### src/rtl/hsv_core_issue_scoreboard.sv
`default_nettype none
// ============================================================================
// hsv_core_issue_scoreboard : per-register in-flight write counters, RAW/full
// hazard stall and flush sequencing for the issue stage.   Rev 1.0
// ============================================================================
module hsv_core_issue_scoreboard #(
  parameter int NUM_REGS   = 32,
  parameter int REG_ADDR_W = 5,
  parameter int CNT_W      = 2,
  parameter int TOTAL_W    = 6
) (
  input  logic                  clk_core,
  input  logic                  rst_core_n,
  input  logic                  flush_req,
  output logic                  flush_ack,
  input  logic                  valid_i,
  input  logic [REG_ADDR_W-1:0] rs1_addr,
  input  logic                  rs1_used,
  input  logic [REG_ADDR_W-1:0] rs2_addr,
  input  logic                  rs2_used,
  input  logic [REG_ADDR_W-1:0] rd_addr,
  input  logic                  rd_write,
  input  logic                  issue_fire_i,
  input  logic                  wr_en,
  input  logic [REG_ADDR_W-1:0] wr_addr,
  output logic                  hazard,
  output logic [TOTAL_W-1:0]    in_flight,
  output logic                  idle,
  output logic                  err
);

  localparam logic [1:0]       ST_RUN   = 2'd0;
  localparam logic [1:0]       ST_CLEAR = 2'd1;
  localparam logic [1:0]       ST_ACK   = 2'd2;
  localparam logic [CNT_W-1:0] CNT_MAX  = '1;

  logic [1:0]                      state_q, state_d;
  logic [NUM_REGS-1:0][CNT_W-1:0]  cnt_q, cnt_d;
  logic [TOTAL_W-1:0]              in_flight_q, in_flight_d;
  logic                            err_q, err_d;
  logic                            flush_ack_q, flush_ack_d;

  logic             inc_any, dec_any, same_reg;
  logic             inc_ok, dec_ok, inc_ovf, dec_unf;
  logic [CNT_W-1:0] cnt_rd, cnt_wr;
  logic             run;

  assign run     = (state_q == ST_RUN);
  assign inc_any = issue_fire_i & rd_write & (rd_addr != '0);
  assign dec_any = wr_en & (wr_addr != '0);
  // A write and a writeback to the same register cancel: net count is unchanged.
  assign same_reg = inc_any & dec_any & (rd_addr == wr_addr);
  assign cnt_rd   = cnt_q[rd_addr];
  assign cnt_wr   = cnt_q[wr_addr];
  assign inc_ok   = inc_any & ~same_reg & (cnt_rd != CNT_MAX);
  assign dec_ok   = dec_any & ~same_reg & (cnt_wr != '0);
  assign inc_ovf  = inc_any & ~same_reg & (cnt_rd == CNT_MAX);
  assign dec_unf  = dec_any & ~same_reg & (cnt_wr == '0);

  always_comb begin
    cnt_d = '0;
    if (run) begin
      for (int r = 1; r < NUM_REGS; r++) begin
        cnt_d[r] = cnt_q[r];
        if (inc_ok && (rd_addr == REG_ADDR_W'(r))) cnt_d[r] = cnt_q[r] + 1'b1;
        if (dec_ok && (wr_addr == REG_ADDR_W'(r))) cnt_d[r] = cnt_q[r] - 1'b1;
      end
    end
  end

  always_comb begin
    state_d     = state_q;
    in_flight_d = in_flight_q;
    err_d       = err_q;
    case (state_q)
      ST_RUN: begin
        in_flight_d = in_flight_q + {{(TOTAL_W-1){1'b0}}, inc_ok}
                                  - {{(TOTAL_W-1){1'b0}}, dec_ok};
        err_d       = err_q | inc_ovf | dec_unf;
        if (flush_req) state_d = ST_CLEAR;
      end
      ST_CLEAR: begin
        in_flight_d = '0;
        err_d       = 1'b0;
        state_d     = ST_ACK;
      end
      ST_ACK: begin
        in_flight_d = '0;
        err_d       = 1'b0;
        if (!flush_req) state_d = ST_RUN;
      end
      default: begin
        in_flight_d = '0;
        err_d       = 1'b0;
        state_d     = ST_RUN;
      end
    endcase
    flush_ack_d = (state_d == ST_ACK);
  end

  always_ff @(posedge clk_core or negedge rst_core_n) begin
    if (!rst_core_n) begin
      state_q     <= ST_RUN;
      cnt_q       <= '0;
      in_flight_q <= '0;
      err_q       <= 1'b0;
      flush_ack_q <= 1'b0;
    end else begin
      state_q     <= state_d;
      cnt_q       <= cnt_d;
      in_flight_q <= in_flight_d;
      err_q       <= err_d;
      flush_ack_q <= flush_ack_d;
    end
  end

  // No writeback bypass: a regfile write lands in the same edge that clears the count.
  assign hazard = ~run
                | valid_i & ( rs1_used & (rs1_addr != '0) & (cnt_q[rs1_addr] != '0)
                            | rs2_used & (rs2_addr != '0) & (cnt_q[rs2_addr] != '0)
                            | rd_write & (rd_addr  != '0) & (cnt_q[rd_addr] == CNT_MAX));

  assign in_flight = in_flight_q;
  assign idle      = (in_flight_q == '0) & run;
  assign err       = err_q;
  assign flush_ack = flush_ack_q;

endmodule
`default_nettype wire

### config.mk
export PLATFORM = sky130hd
export DESIGN_NAME = hsv_core_issue_scoreboard
export DESIGN_NICKNAME = d
export VERILOG_FILES = /design/src/rtl/hsv_core_issue_scoreboard.sv
export SDC_FILE = /design/constraint.sdc
export NUM_CORES = 1
export LEC_CHECK = 0
export ABC_AREA = 1
export CAP_MARGIN = 10
export CORE_MARGIN = 3
export CORE_UTILIZATION = 60
export DETAILED_ROUTE_END_ITERATION = 6
export GPL_TIMING_DRIVEN = 0
export HOLD_SLACK_MARGIN = 0.03
export PLACE_DENSITY_LB_ADDON = 0.08
export SKIP_LAST_GASP = 1
export SLEW_MARGIN = 0
export SYNTH_ARGS = -nofsm -noshare
export SYNTH_HDL_FRONTEND = slang
export SYNTH_SLANG_ARGS = --single-unit
### constraint.sdc
create_clock -name clk_core -period 5.65 [get_ports clk_core]
set_clock_uncertainty 0.1 [all_clocks]
set_input_delay 1.13 -clock clk_core [delete_from_list [all_inputs] [get_ports clk_core]]
set_output_delay 1.13 -clock clk_core [all_outputs]
set_load 0.01 [all_outputs]
==> results.md <==
Logic synthesis:
- The unique cell type count in the Yosys netlist is 36.
- Summing the areas of all compound-gate instances in the mapped netlist gives 9.02% of the synthesized area.
- Summing the areas of all fa, ha and maj instances in the mapped netlist gives 1.66% of the synthesized area.
- The portion of netlist area occupied by mux cells is 0%.
- The number of enable flip-flop cells after synthesis is 0.
- For this run, the register share of the synthesized area comes to approximately 25%.
- By area, the combinational part of the netlist is dominated by simple AND/OR/NAND/NOR gates.
- Summed over its instances, the top area cell type makes up 25.0% of the synthesized netlist area.
- The fraction of synthesized cell area in xor and xnor cells is less than 1%.
- The commonest cells after synthesis are nand2_1 (408), nand3_1 (142), inv_1 (128).
- The fraction of registers with async set/reset is 100%.
- The number of instances in the synthesized netlist is 1244.
- The cell area that synthesis handed to floorplanning was a little over 7000 um^2.
- The most frequent cell after synthesis is nand2_1.
- During synthesis, Yosys emitted a total of 0 warnings.
- Among all flip-flop cells after synthesis, the most frequent one is dfrtp_1.
- The number of nets handed over by synthesis was 1282.
- The count of state elements after synthesis is just over 70.
- By area the synthesized netlist is led by dfrtp_1 (25%), nand2_1 (21%), nand3_1 (9.9%).
- The cell type contributing the most total cell area after synthesis is dfrtp_1.
- The average instance in the mapped netlist occupies approximately 5.8 um^2.
- The synthesized netlist devotes 51.6% of its cell area to simple gates.

Clocking:
- No sink is reached through more buffers than the 2 on the longest clock path.
- The root cell of the clock tree is clkbuf_16.
- The maximum level of the CTS H-tree is 3.
- The clock edge transition at the registers on the reported setup and hold paths is about 0.06 ns.
- Once the clock tree was built, the resizer swapped 0 gates to a different size.
- TritonCTS built the clock tree.
- The hold-fix buffer count after cts is 0.
- The clock insertion delay at the later pin of the skew report is 0.36 ns.
- The total CTS buffers is 9.
- The number of setup buffers added after CTS is 0.
- Counting every sink on the clock net gives approximately 70.

Critical path:
- Walking the worst path, the cells encountered are clkdlybuf4s50_1, clkinv_1, nor2_1, a21oi_1, nand2_1, nand2_1, nand2_1, inv_1, nand2_1, nand3_2, buf_2, nand2_1, nand2_1, nand3_1, nand2_1, nand2_1, clkdlybuf4s50_1.
- In this design, the stage delay of the slowest critical-path cell is roughly 0.56 ns.
- At the worst endpoint, the required time is approximately 4.4 ns.
- The category of the most critical setup path is input port to primary output.
- The data arrival at the endpoint of the critical path is roughly 4.3 ns.
- Of all nets on the critical path, the largest fanout is 10.
- The largest individual stage delay along the critical path comes from the cell clkdlybuf4s50_1.
- Counting stages on the worst path, the most repeated cell is nand2_1.
- STA classifies the critical path endpoint as a primary output.
- The kind of start point of the critical path is an input port.

Detailed routing:
- The remaining antenna violation count is 0.
- The DRC marker count from the first detailed-route iteration is between 1k and 1.5k.
- The detailed router placed approximately 9.1k vias in this run.
- In the routed design, unresolved DRC markers number 0.
- Dividing the detail-routed wire length by the instance count gives between 15 and 20 um.
- Summed over all layers, the routed wires come to between 20000 and 30000 um.
- The number of vias per cell is ~6.3.
- The first detailed-routing pass took 6 iterations.

STA:
- The final setup violation count is 0.
- The clock period could shrink to 5.49 ns.
- For the pin with the worst max-slew slack, the measured transition is 0.915 ns.
- The final count of pins violating max slew is 0.
- Adding up every negative setup slack in the final design gives 0 ns.
- The final-report hold violation count is 0.
- Setup repair after global routing left no endpoint under its margin.
- The maximum clock frequency is ~0.18 GHz.
- The final critical path takes up between 90% and 100% of the cycle.
- Measured against its own limit, the worst slew margin works out to between 30% and 40%.

Die:
- The number of primary I/O pins is 39.
- The area of the die is around 13000 um^2.
- The floorplan step set the die width to 116 um.
- The total area inside the core boundary comes to 11600 um^2.
- The total number of placement rows is 39.
- The die is 116 um tall.
- For this configuration, the core starts out at a cell density of between 60% and 70%.

Placement:
- The quantity of I/O buffers inserted on ports is 33.
- The detailed-placement wirelength estimate is around 21000 um.
- The last weighted congestion value of the routability-driven placer is about 1.0.

Global routing:
- The overall track demand over capacity in global routing is between 40% and 50%.
- The number of antenna violations at the first check in global routing is 0.
- The via count of the first global-routing pass is around 8k.
- The first global-routing pass estimated ~44000 um of wire.
- The pin count of the biggest net entering global routing is 39.
- The aggregate global routing overflow is 0.

Run status:
- The flow ran to the end, and the final reports show no timing, DRC or antenna violations.

Cells and area:
- The number of diodes added for antenna fixing is 0.
- In the final layout, the share of cells above drive strength 1 is 6.41%.
- Cells fill between 60 and 70% of the core in the end.
- For this run, the post-layout net count is 1327.
- Relative to the synthesized area, the layout overhead comes to 11.0%.

Power:
- The leakage dissipation is a little over 0.004 uW.
- For this design the ratio of total power to cell area is 400 nW/um^2.
- Across the VDD grid, the largest voltage drop is 0.309 mV.

Flow run:
- The number of max-cap violations is 0.

Hold path:
- The worst hold path class is flop to flop.
==> worst max-delay path, delay by kind of cell <==
family / cells / cell delay, ns
AND/OR/NAND/NOR: 11 / 1.36
AO/OA/AOI/OAI: 1 / 0.13
buffers and inverters: 5 / 1.65
==> layout make-up <==
cell class | instances | area (um^2)
multi-input combinational | 973 | 4550
clock buffer | 10 | 229
clock inverter | 6 | 36.3
tap | 143 | 179
timing repair buffer | 34 | 348
buffer | 61 | 345
sequential | 72 | 1800
inverter | 138 | 518
fill | 1073 | 3560
==> where the power goes <==
part | internal (uW) | switching, uW
Combinational | 561 | 1210
Sequential | 675 | 218
Clock | 295 | 246
==> state kept, by name, indices dropped and copies added (netlist names) <==
name	flops
state_q	2
cnt_q	62
in_flight	6
err	1
flush_ack	1
==> layout by cell type (no fill, tap or decap), types with 9 or more instances in the layout <==
cell,synthesis,routed
a21oi_1,51,51
buf_2,21,21
buf_4,14,15
clkbuf_1,18,19
clkbuf_16,0,9
clkdlybuf4s50_1,0,32
dfrtp_1,72,72
inv_1,128,128
nand2_1,408,408
nand3_1,142,142
nand4_1,109,109
nor2_1,122,122
nor3_1,37,37
o21ai_0,39,39
o21ai_1,17,17
==> kinds of logic (layout without fill, tap and decap cells) <==
logic type / count (synthesis) / after routing
xor gates and xnor gates: 6 / 6
AOI/OAI and AO/OA: 120 / 120
DFF: 72 / 72
buffers and inverters: 199 / 249
adders and majority gates: 9 / 9
and+or+nand+nor: 838 / 838
==> stage by stage <==
step	instances	power, uW	cell area (um^2)	worst slack, ns	hold slack (ns)
2_1_floorplan	1244	1980	7210	1.83	0.329
3_3_place_gp	1420	2540	7720	0.309	0.344
3_5_place_dp	1421	2580	7740	0.233	0.349
4_1_cts	1437	3120	8010	0.245	0.361
5_1_grt	1437	3420	8010	0.0128	0.391
6_report	1437	3200	8010	0.156	0.359
==> metal layers <==
layer	routed length [um]	global-route usage, %	up-vias
li1	-	-	4214
met1	10700	56.3	4016
met3	4280	13.4	149
met2	11900	64.5	729
met4	1760	24.3	0
met5	0	0	-
==> final timing paths <==
path	start	to	slack (ns)	cells after the start
max	rd_addr[1]	hazard	0.16	17
min	state_q[0]$_DFF_PN0_	state_q[0]$_DFF_PN0_	0.36	1
max reg2reg	cnt_q[38]$_DFFE_PN0P_	in_flight[5]$_DFF_PN0_	1.89	21
min reg2reg	state_q[0]$_DFF_PN0_	state_q[0]$_DFF_PN0_	0.36	1
max in group asynchronous	rst_core_n	cnt_q[50]$_DFFE_PN0P_	4.24	2
min in group asynchronous	rst_core_n	cnt_q[12]$_DFFE_PN0P_	0.62	1
Note: power is estimated with default switching activity, not from simulation.
